File: src/rtl/ahb_mbox_sender_if.sv
// AHB-lite bus bundle between the mailbox sender (master)
// and the shared matrix / mailbox slave.
interface ahb_mbox_sender_if #(
  parameter int A_WIDTH = 32,
  parameter int D_WIDTH = 32
);
  logic [A_WIDTH-1:0] haddr;
  logic [1:0]         htrans;
  logic               hwrite;
  logic [2:0]         hsize;
  logic [2:0]         hburst;
  logic [3:0]         hprot;
  logic [D_WIDTH-1:0] hwdata;
  logic [D_WIDTH-1:0] hrdata;
  logic               hready;
  logic [1:0]         hresp;

  modport master (
    output haddr, htrans, hwrite, hsize,
    output hburst, hprot, hwdata,
    input  hrdata, hready, hresp
  );

  modport slave (
    input  haddr, htrans, hwrite, hsize,
    input  hburst, hprot, hwdata,
    output hrdata, hready, hresp
  );
endinterface

File: src/rtl/ahb_mbox_sender.sv
// Mailbox initiator: buffers payload, polls the channel control
// word, writes payload into the mailbox RAM, then rings the doorbell.
module ahb_mbox_sender #(
  parameter int          A_WIDTH    = 32,
  parameter int          D_WIDTH    = 32,
  parameter logic [31:0] MBOX_BASE  = 32'h4000_0000,
  parameter int          CH         = 0,
  parameter int          FIFO_DEPTH = 16,
  parameter int          POLL_MAX   = 1024,
  parameter int          POLL_GAP   = 8
) (
  input  logic               hclk,
  input  logic               hresetn,
  ahb_mbox_sender_if.master  bus,
  input  logic               wr_valid,
  input  logic [D_WIDTH-1:0] wr_data,
  output logic               wr_ready,
  input  logic               start,
  input  logic [7:0]         msg_id,
  input  logic [14:0]        msg_len,
  output logic               busy,
  output logic               done,
  output logic               err,
  output logic [1:0]         err_code
);

  localparam int PW  = $clog2(FIFO_DEPTH);
  localparam int PCW = $clog2(POLL_MAX + 1);
  localparam int GCW = $clog2(POLL_GAP + 1);

  localparam logic [1:0] T_IDLE = 2'b00;
  localparam logic [1:0] T_NSEQ = 2'b10;

  localparam logic [A_WIDTH-1:0] CTRL_A =
    A_WIDTH'(MBOX_BASE + 32'(4 * CH));
  localparam logic [A_WIDTH-1:0] RAM_A =
    A_WIDTH'(MBOX_BASE + 32'h8000);
  localparam logic [PCW-1:0] PMAX = PCW'(POLL_MAX);
  localparam logic [GCW-1:0] GLAST = GCW'(POLL_GAP - 1);

  typedef enum logic [3:0] {
    S_IDLE, S_RD_ADDR, S_RD_DATA, S_GAP,
    S_WR_WAIT, S_WR_ADDR, S_WR_DATA,
    S_CTRL_ADDR, S_CTRL_DATA, S_ERR
  } state_t;

  state_t             state_q;
  logic [1:0]         htrans_q;
  logic [A_WIDTH-1:0] haddr_q;
  logic               hwrite_q;
  logic [D_WIDTH-1:0] hwdata_q;
  logic               busy_q, done_q, err_q;
  logic [1:0]         err_code_q;
  logic [7:0]         id_q;
  logic [14:0]        len_q;
  logic [13:0]        idx_q;
  logic [PCW-1:0]     poll_q;
  logic [GCW-1:0]     gap_q;

  logic [D_WIDTH-1:0] mem_q [FIFO_DEPTH];
  logic [PW:0]        wp_q, wp_d, rp_q, rp_d;
  logic               full, empty, push, pop, flush;

  assign full  = (wp_q[PW] != rp_q[PW]) &&
                 (wp_q[PW-1:0] == rp_q[PW-1:0]);
  assign empty = (wp_q == rp_q);
  assign wr_ready = !full;
  assign push  = wr_valid && !full;
  assign pop   = (state_q == S_WR_ADDR);
  assign flush = (state_q == S_ERR);

  always_comb begin
    wp_d = wp_q;
    rp_d = rp_q;
    if (flush) begin
      wp_d = '0;
      rp_d = '0;
    end else begin
      if (push) wp_d = wp_q + 1'b1;
      if (pop)  rp_d = rp_q + 1'b1;
    end
  end

  always_ff @(posedge hclk or negedge hresetn) begin
    if (!hresetn) begin
      wp_q <= '0;
      rp_q <= '0;
    end else begin
      wp_q <= wp_d;
      rp_q <= rp_d;
    end
  end

  always_ff @(posedge hclk) begin
    if (push) mem_q[wp_q[PW-1:0]] <= wr_data;
  end

  logic          bus_err;
  logic [13:0]   idx_nxt;
  logic [PCW-1:0] poll_nxt;

  assign bus_err  = (bus.hresp != 2'b00);
  assign idx_nxt  = idx_q + 14'd1;
  assign poll_nxt = (poll_q == PMAX) ? poll_q : poll_q + 1'b1;

  always_ff @(posedge hclk or negedge hresetn) begin
    if (!hresetn) begin
      state_q    <= S_IDLE;
      htrans_q   <= T_IDLE;
      haddr_q    <= '0;
      hwrite_q   <= 1'b0;
      hwdata_q   <= '0;
      busy_q     <= 1'b0;
      done_q     <= 1'b0;
      err_q      <= 1'b0;
      err_code_q <= 2'b00;
      id_q       <= '0;
      len_q      <= '0;
      idx_q      <= '0;
      poll_q     <= '0;
      gap_q      <= '0;
    end else begin
      done_q <= 1'b0;
      err_q  <= 1'b0;
      unique case (state_q)
        S_IDLE: if (start) begin
          if (msg_len > 15'd8192) begin
            err_q      <= 1'b1;
            err_code_q <= 2'b11;
          end else begin
            id_q       <= msg_id;
            len_q      <= msg_len;
            busy_q     <= 1'b1;
            poll_q     <= '0;
            err_code_q <= 2'b00;
            state_q    <= S_RD_ADDR;
            htrans_q   <= T_NSEQ;
            haddr_q    <= CTRL_A;
            hwrite_q   <= 1'b0;
          end
        end
        S_RD_ADDR: begin
          htrans_q <= T_IDLE;
          state_q  <= S_RD_DATA;
        end
        S_RD_DATA: if (bus.hready) begin
          if (bus_err) begin
            state_q    <= S_ERR;
            err_q      <= 1'b1;
            err_code_q <= 2'b01;
          end else if (!bus.hrdata[30]) begin
            idx_q <= '0;
            if (len_q == 15'd0) begin
              state_q  <= S_CTRL_ADDR;
              htrans_q <= T_NSEQ;
              haddr_q  <= CTRL_A;
              hwrite_q <= 1'b1;
            end else begin
              state_q <= S_WR_WAIT;
            end
          end else begin
            poll_q <= poll_nxt;
            if (poll_nxt == PMAX) begin
              state_q    <= S_ERR;
              err_q      <= 1'b1;
              err_code_q <= 2'b10;
            end else begin
              gap_q   <= '0;
              state_q <= S_GAP;
            end
          end
        end
        S_GAP: begin
          if (gap_q == GLAST) begin
            state_q  <= S_RD_ADDR;
            htrans_q <= T_NSEQ;
            haddr_q  <= CTRL_A;
            hwrite_q <= 1'b0;
          end else begin
            gap_q <= gap_q + 1'b1;
          end
        end
        S_WR_WAIT: if (!empty) begin
          state_q  <= S_WR_ADDR;
          htrans_q <= T_NSEQ;
          haddr_q  <= RAM_A + A_WIDTH'({idx_q, 2'b00});
          hwrite_q <= 1'b1;
        end
        S_WR_ADDR: begin
          htrans_q <= T_IDLE;
          hwdata_q <= mem_q[rp_q[PW-1:0]];
          state_q  <= S_WR_DATA;
        end
        S_WR_DATA: if (bus.hready) begin
          hwdata_q <= '0;
          if (bus_err) begin
            state_q    <= S_ERR;
            err_q      <= 1'b1;
            err_code_q <= 2'b01;
          end else begin
            idx_q <= idx_nxt;
            if ({1'b0, idx_nxt} == len_q) begin
              state_q  <= S_CTRL_ADDR;
              htrans_q <= T_NSEQ;
              haddr_q  <= CTRL_A;
              hwrite_q <= 1'b1;
            end else begin
              state_q <= S_WR_WAIT;
            end
          end
        end
        S_CTRL_ADDR: begin
          htrans_q <= T_IDLE;
          hwdata_q <= D_WIDTH'({2'b11, 7'b0, len_q, id_q});
          state_q  <= S_CTRL_DATA;
        end
        S_CTRL_DATA: if (bus.hready) begin
          hwdata_q <= '0;
          if (bus_err) begin
            state_q    <= S_ERR;
            err_q      <= 1'b1;
            err_code_q <= 2'b01;
          end else begin
            done_q  <= 1'b1;
            busy_q  <= 1'b0;
            state_q <= S_IDLE;
          end
        end
        S_ERR: begin
          busy_q  <= 1'b0;
          state_q <= S_IDLE;
        end
        default: state_q <= S_IDLE;
      endcase
    end
  end

  assign bus.haddr  = haddr_q;
  assign bus.htrans = htrans_q;
  assign bus.hwrite = hwrite_q;
  assign bus.hsize  = 3'b010;
  assign bus.hburst = 3'b000;
  assign bus.hprot  = 4'b0011;
  assign bus.hwdata = hwdata_q;

  assign busy     = busy_q;
  assign done     = done_q;
  assign err      = err_q;
  assign err_code = err_code_q;

endmodule
File: src/flat_wrapper.sv
// flat-port wrapper written by rule: the top's interface ports become plain ports
module ahb_mbox_sender_flat 
#(
  parameter int          A_WIDTH    = 32,
  parameter int          D_WIDTH    = 32,
  parameter logic [31:0] MBOX_BASE  = 32'h4000_0000,
  parameter int          CH         = 0,
  parameter int          FIFO_DEPTH = 16,
  parameter int          POLL_MAX   = 1024,
  parameter int          POLL_GAP   = 8
)
  (hclk, hresetn, wr_valid, wr_data, wr_ready, start, msg_id, msg_len, busy, done, err, err_code, bus_haddr, bus_htrans, bus_hwrite, bus_hsize, bus_hburst, bus_hprot, bus_hwdata, bus_hrdata, bus_hready, bus_hresp);
  ahb_mbox_sender_if #(.A_WIDTH(A_WIDTH), .D_WIDTH(D_WIDTH)) bus_i ();
  input  logic hclk;
  input  logic hresetn;
  input  logic wr_valid;
  input  logic [D_WIDTH-1:0] wr_data;
  output logic wr_ready;
  input  logic start;
  input  logic [7:0] msg_id;
  input  logic [14:0] msg_len;
  output logic busy;
  output logic done;
  output logic err;
  output logic [1:0] err_code;
  output wire logic [$bits(bus_i.haddr)-1:0] bus_haddr;
  output wire logic [$bits(bus_i.htrans)-1:0] bus_htrans;
  output wire logic [$bits(bus_i.hwrite)-1:0] bus_hwrite;
  output wire logic [$bits(bus_i.hsize)-1:0] bus_hsize;
  output wire logic [$bits(bus_i.hburst)-1:0] bus_hburst;
  output wire logic [$bits(bus_i.hprot)-1:0] bus_hprot;
  output wire logic [$bits(bus_i.hwdata)-1:0] bus_hwdata;
  input wire logic [$bits(bus_i.hrdata)-1:0] bus_hrdata;
  input wire logic [$bits(bus_i.hready)-1:0] bus_hready;
  input wire logic [$bits(bus_i.hresp)-1:0] bus_hresp;
  assign bus_haddr = bus_i.haddr;
  assign bus_htrans = bus_i.htrans;
  assign bus_hwrite = bus_i.hwrite;
  assign bus_hsize = bus_i.hsize;
  assign bus_hburst = bus_i.hburst;
  assign bus_hprot = bus_i.hprot;
  assign bus_hwdata = bus_i.hwdata;
  assign bus_i.hrdata = bus_hrdata;
  assign bus_i.hready = bus_hready;
  assign bus_i.hresp = bus_hresp;
  ahb_mbox_sender #(.A_WIDTH(A_WIDTH), .D_WIDTH(D_WIDTH), .MBOX_BASE(MBOX_BASE), .CH(CH), .FIFO_DEPTH(FIFO_DEPTH), .POLL_MAX(POLL_MAX), .POLL_GAP(POLL_GAP)) u_core (.hclk(hclk), .hresetn(hresetn), .bus(bus_i), .wr_valid(wr_valid), .wr_data(wr_data), .wr_ready(wr_ready), .start(start), .msg_id(msg_id), .msg_len(msg_len), .busy(busy), .done(done), .err(err), .err_code(err_code));
endmodule
File: config.mk
export PLATFORM = sky130hd
export DESIGN_NAME = ahb_mbox_sender_flat
export DESIGN_NICKNAME = d
export VERILOG_FILES = /design/src/rtl/ahb_mbox_sender_if.sv /design/src/rtl/ahb_mbox_sender.sv /design/src/flat_wrapper.sv
export SDC_FILE = /design/constraint.sdc
export NUM_CORES = 1
export LEC_CHECK = 0
export ABC_AREA = 1
export CAP_MARGIN = 20
export CORE_ASPECT_RATIO = 1.1
export CORE_MARGIN = 2
export CORE_UTILIZATION = 64
export DETAILED_ROUTE_END_ITERATION = 16
export PLACE_DENSITY = 0.85
export SLEW_MARGIN = 10
export SYNTH_ARGS = -nofsm -noshare
export SYNTH_HDL_FRONTEND = slang
export SYNTH_SLANG_ARGS = --single-unit
File: constraint.sdc
create_clock -name hclk -period 4.8 [get_ports hclk]
set_input_delay 0.96 -clock hclk [delete_from_list [all_inputs] [get_ports hclk]]
set_output_delay 0.96 -clock hclk [all_outputs]
set_load 0.1 [all_outputs]
Word level (Yosys, flattened, before mapping). Memory sizes are Yosys's and may differ from the RTL's. Cells that the tools add are included.

Register bits: 138. Memory bits (writable): 512. Input bits: 94. Output and inout bits: 83. Memories: 1.

Memories: u_core.mem_q (words 16, bits a word 32, rd ports 1, clocked after Yosys merged registers in 0, write ports 1, line ahb_mbox_sender.sv:60) `logic [D_WIDTH-1:0] mem_q [FIFO_DEPTH];`.

$add $sub $neg: 6. $lt $le $gt $ge: 1. Equal/unequal tests: 36. Mux-type cells: 104. Bitwise gates (word level): 1. Reduce and logical (&&, ||, !) cells: 28.

Operators with widths (count): two-way mux 32 bit (12); case mux 32 bit (5 select lines) (1); case mux 32 bit (3 select lines) (1); two-way mux 14 bit (5); two-way mux 4 bit (17); two-way mux 11 bit (6); two-way mux 2 bit (21); case mux 4 bit (9 select lines) (1); adder 31 x 16 -> 32 bit, first input constant (1); two-way mux 1 bit (28); case mux 14 bit (2 select lines) (1); inequality test 2 bit, second input constant (13); AND reduction 12 bit (2); equality test 11 bit, second input constant (2); case mux 11 bit (2 select lines) (1); equality test 4 x 3 -> 1 bit, second input constant (5); two-way mux 5 bit (4); AND reduction 6 bit (3); equality test 14 x 15 -> 1 bit (1); > comparator 15 x 14 -> 1 bit, second input constant (1); zero test 15 bit (1); adder 14 x 1 -> 14 bit, second input constant (1); AND reduction 7 bit (2); case mux 2 bit (6 select lines) (1); other kinds (29) (45).

Depth between registers and ports, before layout. Gate-level depths: netlist of run 1.

Depth in word-level cells: 8. Depth in mapped cells: 17.

Worst setup path after synthesis of run 1. No wires, ideal clock.

Path type: flip-flop to flip-flop. Start point: register u_core.rp_q[1]. End point: memory u_core.mem_q[15][0], enable pin. Library setup time: 424 ps. Arrival: 3401 ps. Data required time: 4376 ps. Path slack: 976 ps. Cell stages (with the launch flop): 11. Cell sequence: dfrtp_1 -> buf_2 -> xor2_1 -> nor2_1 -> nand2_1 -> inv_1 -> nand2_1 -> nand2_1 -> inv_1 -> nand2_1 -> nor2_1.

Cells in the longest elaborated chain, start to end: 6.

Ends and longest elaborated chain: start, declared (line ahb_mbox_sender.sv:61) `logic [PW:0] wp_q, wp_d, rp_q, rp_d;`; start signal, assigned (line ahb_mbox_sender.sv:90) `rp_q <= rp_d;`; equality test 4 bit (line ahb_mbox_sender.sv:65) `(wp_q[PW-1:0] == rp_q[PW-1:0]);`; logical AND 1 bit (line ahb_mbox_sender.sv:64) `assign full = (wp_q[PW] != rp_q[PW]) &&`; zero test 1 bit; via wr_ready (line flat_wrapper.sv:18) `output logic wr_ready;`; logical AND 1 bit (line ahb_mbox_sender.sv:68) `assign push = wr_valid && !full;`; two-way mux 1 bit (line ahb_mbox_sender.sv:95) `if (push) mem_q[wp_q[PW-1:0]] <= wr_data;`; two-way mux 1 bit (implied by the code) (line ahb_mbox_sender.sv:95); end, declared (line ahb_mbox_sender.sv:60).

The timed path passes the listed nets, and every way through them passes these cells.

Final worst setup path of run 1.
Start point: register u_core.rp_q[0]. End point: memory u_core.mem_q[9][16], enable pin.

Cells in the longest elaborated chain, start to end: 6.

Ends and longest elaborated chain (line): equality test 4 bit (ahb_mbox_sender.sv:65); logical AND 1 bit (ahb_mbox_sender.sv:64); zero test 1 bit (ahb_mbox_sender.sv:68); logical AND 1 bit (ahb_mbox_sender.sv:68); two-way mux 1 bit (ahb_mbox_sender.sv:95); two-way mux 1 bit (implied by the code) (ahb_mbox_sender.sv:95).

Every way passes these cells.

==> results.sh, run 1 <==
export IMPL_antenna_left=0
export IMPL_yosysWarnings=0
export IMPL_grt_max_degree=197
export IMPL_critPathTopFamily="simple AND/OR/NAND/NOR gates"
export IMPL_grt_pass1_vias=18900
export IMPL_fp_row_count=77
export IMPL_synth_flop_cell="edfxtp_1"
export IMPL_drive_gt1_share_pct=7.37
export IMPL_cpMostUsedCell="nand2_1"
export IMPL_routed_wl_um=68900
export IMPL_cp_start_kind="flip-flop"
export IMPL_hold_viol=0
export IMPL_synth_area_leaders="edfxtp_1 58%, dfrtp_1 11%, o21ai_0 5.9%"
export IMPL_seqCellArea_um2=18400
export IMPL_syn_inst=2301
export IMPL_vias=19200
export IMPL_netlist_area_leader_share_pct=58.3
export IMPL_startpoint="u_core.rp_q[0]$_DFFE_PN0P_"
export IMPL_yosys_area_top_type="edfxtp_1"
export IMPL_cts_sinks=633
export IMPL_fin_crit_sh_pct=72.4
export IMPL_pwr_share_clk_pct=24.7
export IMPL_p_sw_mw=7.86
export IMPL_grt_first_pass_wirelength_um=105000
export IMPL_track_usage_pct=32.3
export IMPL_port_buffers=118
export IMPL_avgSynthCellArea_um2=11.5
export IMPL_ys_ff_latch=633
export IMPL_die_w_um=198
export IMPL_end_kind="flip-flop"
export IMPL_power_total_mw=19.1
export IMPL_clk_pin_slew_ps=70
export IMPL_vias_per_cell=6.50
export IMPL_postCtsResizedCells=0
export IMPL_grt_overflow_total=0
export IMPL_power_frac_comb_pct=36.6
export IMPL_synth_area_um2=26400
export IMPL_reg2reg_slack_ps=1330
export IMPL_crit_chain="xor2_1 > nor2_1 > nand2_1 > inv_1 > nand2_1 > nand2_1 > inv_1 > nand2_1 > nor2_4 > buf_4"
export IMPL_p_sw_share_pct=41.1
export IMPL_die_y_um=217
export IMPL_vdd_drop_max_uv=507
export IMPL_pwr_share_seq_pct=38.7
export IMPL_clockBufferDepth=3
export IMPL_r2r_end="u_core.mem_q[9][16]$_DFFE_PP_"
export IMPL_nets=2496
export IMPL_fmax_mhz=288
export IMPL_crit_buf_inv=3
export IMPL_netlist_cell_type_count=41
export IMPL_drt_first_pass_iters=6
export IMPL_clock_latency_ps=620
export IMPL_fin_tns_setup_ps=0
export IMPL_arrival_ps=3790
export IMPL_p_leak_nw=10.9
export IMPL_drtIter0Drc=3025
export IMPL_cap_violations=0
export IMPL_synth_edff_count=512
export IMPL_syn_to_final_growth_pct=13.7
export IMPL_cts_hold_buf=0
export IMPL_required_ps=5110
export IMPL_rsz0062_at_grt="no"
export IMPL_ys_seq_area_share_pct=69.8
export IMPL_slowest_stage="dfrtp_4"
export IMPL_start_util_pct=65.1
export IMPL_hpwl_um=39300
export IMPL_antenna_found_initial=4
export IMPL_slew_headroom_pct=29.7
export IMPL_async_reset_ff_share_pct=19.1
export IMPL_critical_path_class="reg -> reg"
export IMPL_coreArea_um2=40500
export IMPL_cts_tree="yes"
export IMPL_multi_input_area_um2=7070
export IMPL_cts_root_buf="clkbuf_16"
export IMPL_status="finished, final reports clean"
export IMPL_post_drt_wl_per_cell_um=23.3
export IMPL_min_period_ps=3470
export IMPL_p_int_mw=11.2
export IMPL_hp_class="in -> async"
export IMPL_timing_final_setup_violations=0
export IMPL_fill_cells=2436
export IMPL_critPathMaxFanout=65
export IMPL_drc=0
export IMPL_tightest_slew_ps=1050
export IMPL_yosysMostFrequentCell="edfxtp_1"
export IMPL_worst_clock_skew_ps=20.7
export IMPL_r2r_start="u_core.rp_q[0]$_DFFE_PN0P_"
export IMPL_htree_num_levels=2
export IMPL_slew_viol_final=0
export IMPL_yosys_top_cells_count="512 x edfxtp_1, 360 x nor2_1, 326 x nand2_1"
export IMPL_post_cts_setup_buffers=0
export IMPL_die_area_um2=42800
export IMPL_cts_inserted_buffers=57
export IMPL_ios=177
export IMPL_slowest_delay_ps=890
export IMPL_dp_worst_setup_slack_ps=1330
export IMPL_power_density_nw_per_um2=637
export IMPL_r2r_cells=10
export IMPL_worst_slack_ps=1330
export IMPL_gp_congestion=0.929
==> state kept, by name, indices dropped and copies added, names as in the netlist <==
name,count
u_core.bus.haddr,16
u_core.bus.htrans,1
u_core.bus.hwdata,32
u_core.bus.hwrite,1
u_core.busy,1
u_core.done,1
u_core.err,1
u_core.err_code,2
u_core.gap_q,4
u_core.id_q,8
u_core.idx_q,14
u_core.len_q,15
u_core.mem_q,512
u_core.poll_q,11
u_core.rp_q,5
u_core.state_q,4
u_core.wp_q,5
==> area by class of cell <==
class | count | area share [%]
diodes | 4 | 0.0334
clock buffers | 72 | 5.15
clock inverters | 35 | 1.32
inverters | 106 | 1.34
multi-input cells | 1436 | 23.6
flip-flops and latches | 633 | 61.4
well taps | 513 | 2.14
repair buffers | 159 | 5.03
==> routing by layer <==
layer | vias up | global-route usage, % | wire, um
li1 | 8365 | - | -
met1 | 9274 | 42.2 | 24400
met2 | 1344 | 52.3 | 33900
met3 | 228 | 6.28 | 7710
met4 | 4 | 16.1 | 2800
met5 | - | 0 | 30
==> how the worst max path moves through the flow <==
stage,endpoint,depth (start not counted)
after floorplan,u_core.mem_q[15][0]$_DFFE_PP_,10
after global placement,u_core.mem_q[9][16]$_DFFE_PP_,6
after detailed placement,u_core.mem_q[9][16]$_DFFE_PP_,6
after CTS,u_core.mem_q[9][0]$_DFFE_PP_,10
after global routing,u_core.mem_q[9][0]$_DFFE_PP_,10
final,u_core.mem_q[9][16]$_DFFE_PP_,10
==> power by group through the flow <==
stage / sequential [mW] / clock (mW) / combinational, mW
after CTS: 7.37 / 4.73 / 6.90
final: 7.40 / 4.72 / 6.99
after floorplan: 8.45 / 0 / 3.73
after global routing: 7.46 / 4.94 / 7.54
after global placement: 7.43 / 0 / 6.60
after detailed placement: 7.47 / 0 / 6.82
==> kinds of logic after synthesis <==
| family | share of synthesized area (%) |
|---|---|
| and+or+nand+nor | 13.2 |
| adders and majority gates | 0.427 |
| buffers and inverters | 4.20 |
| xor gates and xnor gates | 0.451 |
| AOI/OAI and AO/OA | 11.8 |
| other | 0.0285 |
| DFF | 69.8 |
==> through the flow <==
stage	util (%)	cell area [um^2]	hold slack [ps]	std cells
6_report	74.1	30000	465	2958
3_3_place_gp	69.3	28000	453	2847
5_1_grt	74.1	30000	491	2956
3_5_place_dp	69.3	28000	461	2847
2_1_floorplan	-	26500	449	2326
4_1_cts	74.1	30000	476	2954
==> worst register-to-register path, cell delays in order (launching register included) <==
cell,delay (ps)
dfrtp_4,890
xor2_1,200
nor2_1,50
nand2_1,60
inv_1,50
nand2_1,100
nand2_1,160
inv_1,170
nand2_1,270
nor2_4,880
buf_4,340
==> cell usage in the layout, fill, tap and decap left out, types with 41 or more instances in the layout <==
master,n
o221ai_1,46
nor2_1,343
nand3_1,121
clkdlybuf4s50_1,116
o21ai_0,313
buf_4,41
clkbuf_16,59
o22ai_1,91
edfxtp_1,512
inv_1,96
dfrtp_1,118
nand2_1,326
No activity file was read; power rests on OpenSTA's default activity.
==> run 2: changes to the inputs <==
- CORE_UTILIZATION: 64 -> 53
- PLACE_DENSITY: 0.85 -> 0.76
- clock period: 4.8 -> 3 ns (I/O delays scaled with it)
==> results.sh, run 2 (same netlist as run 1, synthesis figures left out) <==
export IMPL_drtIter0Drc=2396
export IMPL_largest_reg_flops=512
export IMPL_hold_viol=0
export IMPL_stdcell_count=3118
export IMPL_placed_cells=3008
export IMPL_grt_first_pass_wirelength_um=101000
export IMPL_cts_sinks=633
export IMPL_post_cts_setup_buffers=0
export IMPL_p_sw_share_pct=40.6
export IMPL_fin_crit_sh_pct=90.6
export IMPL_antenna_left=0
export IMPL_antenna_found_initial=1
export IMPL_start_util_pct=53.8
export IMPL_drc=0
export IMPL_antenna_diode_count=0
export IMPL_timing_final_setup_violations=0
export IMPL_hp_class="reg -> reg"
export IMPL_tightest_slew_ps=1140
export IMPL_cts_inserted_buffers=59
export IMPL_vdd_drop_max_uv=740
export IMPL_required_ps=3310
export IMPL_cts_root_buf="clkbuf_16"
export IMPL_p_sw_mw=12.4
export IMPL_rsz0062_at_grt="no"
export IMPL_holdWs_ps=478
export IMPL_fp_row_count=85
export IMPL_p_int_mw=18.1
export IMPL_vias=18400
export IMPL_cp_start_kind="flip-flop"
export IMPL_ios=177
export IMPL_track_usage_pct=25.6
export IMPL_drt_first_pass_iters=6
export IMPL_grt_pass1_vias=17700
export IMPL_postCtsResizedCells=0
export IMPL_syn_to_final_growth_pct=15.4
export IMPL_hpwl_um=39800
export IMPL_gp_congestion=0.925
export IMPL_coreArea_um2=49000
export IMPL_final_cell_mix="512 x edfxtp_1, 343 x nor2_1, 326 x nand2_1"
export IMPL_port_buffers=118
export IMPL_drive_gt1_share_pct=10.3
export IMPL_htree_num_levels=2
export IMPL_clock_latency_ps=640
export IMPL_cap_violations=0
export IMPL_critical_path_class="reg -> reg"
export IMPL_die_y_um=238
export IMPL_worst_slack_ps=282
export IMPL_power_density_nw_per_um2=1000
export IMPL_pwr_share_clk_pct=24.8
export IMPL_die_area_um2=51500
export IMPL_grt_overflow_total=0
export IMPL_p_leak_nw=11.2
export IMPL_power_frac_comb_pct=37.2
export IMPL_grt_max_degree=145
export IMPL_fmax_mhz=368
export IMPL_dp_worst_setup_slack_ps=314
export IMPL_worst_clock_skew_ps=25.3
export IMPL_critPathMaxFanout=10
export IMPL_die_w_um=217
export IMPL_routed_wl_um=66800
export IMPL_nets=2521
export IMPL_slew_headroom_pct=24.0
export IMPL_clockBufferDepth=3
export IMPL_clk_pin_slew_ps=60
export IMPL_min_period_ps=2720
export IMPL_post_drt_wl_per_cell_um=21.4
export IMPL_slew_viol_final=0
export IMPL_final_common_cell="edfxtp_1"
export IMPL_status="finished, final reports clean"
export IMPL_fill_cells=3628
export IMPL_end_kind="flip-flop"
export IMPL_vias_per_cell=5.91
export IMPL_pwr_share_seq_pct=38.0
export IMPL_cts_tree="yes"
export IMPL_arrival_ps=3030
[run 2: cell count changes in the layout (fill, tap and decap cells not counted), sizes merged, moves of 2 or more]
cell           before  now
clkinvlp            8    3
clkdlybuf4s50     116   61
clkinv             21   25
diode               4    0
buf                43  120
clkbuf             72   74
[run 2: power by group through the flow]
stage,clock (mW),combinational (mW),sequential (mW)
2_1_floorplan,0,6.04,13.5
3_3_place_gp,0,10.9,11.7
3_5_place_dp,0,11.2,11.8
4_1_cts,7.63,11.3,11.6
5_1_grt,7.99,12.3,11.7
6_report,7.56,11.3,11.6
[run 2: path summary, 6_finish.rpt]
kind                                                  start                          endpoint  slack [ps]  depth (start not counted)
min reg2reg                u_core.bus.htrans[1]$_DFFE_PN0P_  u_core.bus.htrans[1]$_DFFE_PN0P_         480                          2
min in group asynchronous                           hresetn      u_core.poll_q[3]$_DFFE_PN0P_         510                          2
max reg2reg                      u_core.rp_q[0]$_DFFE_PN0P_     u_core.mem_q[7][24]$_DFFE_PP_         280                         10
max                              u_core.rp_q[0]$_DFFE_PN0P_     u_core.mem_q[7][24]$_DFFE_PP_         280                         10
min                        u_core.bus.htrans[1]$_DFFE_PN0P_  u_core.bus.htrans[1]$_DFFE_PN0P_         480                          2
max in group asynchronous                           hresetn   u_core.bus.haddr[4]$_DFFE_PN0P_        1740                          3
[run 2: worst max-delay path, stage by stage (launching register included)]
cell,delay [ps]
dfrtp_4,540
xor2_1,180
nor2_1,60
nand2_1,60
inv_1,50
nand2_1,150
nand2_1,180
inv_1,170
nand2_1,300
nor2_4,400
buf_4,300
[run 2: cell type report]
class	count	area (um^2)	area share (%)
Clock buffer	74	1550	5.11
Sequential cell	633	18400	60.5
Tap cell	652	816	2.68
Timing Repair Buffer	182	1760	5.79
Clock inverter	35	395	1.30
Inverter	106	403	1.32
Multi-Input combinational cell	1436	7070	23.3
[run 2: timing repair]
action / 4_1_cts / 5_1_grt
hold endpoints to repair: 35 / 0
setup endpoints to repair: 0 / 0
hold buffers: 1 / 0
[run 2: metrics by stage]
stage | cell area [um^2] | util [%] | total power [mW] | setup TNS [ps]
3_3_place_gp | 28400 | 58.0 | 22.6 | 0
4_1_cts | 30400 | 62.0 | 30.5 | 0
3_5_place_dp | 28400 | 58.0 | 23.0 | 0
2_1_floorplan | 26500 | - | 19.5 | -90820
5_1_grt | 30400 | 62.0 | 32.0 | 0
6_report | 30400 | 62.0 | 30.5 | 0
[run 2: per-layer routing]
metal	global-route usage (%)	wire length, um
met5	0	8
met2	42.3	32400
met1	34.7	26900
met4	9.01	2070
met3	4.27	5400
==> run 3: changes to the inputs <==
- HOLD_SLACK_MARGIN: not set -> 0.02
==> results of run 3 <==
Final layout, timing and power as in run 2 (identical DEF).
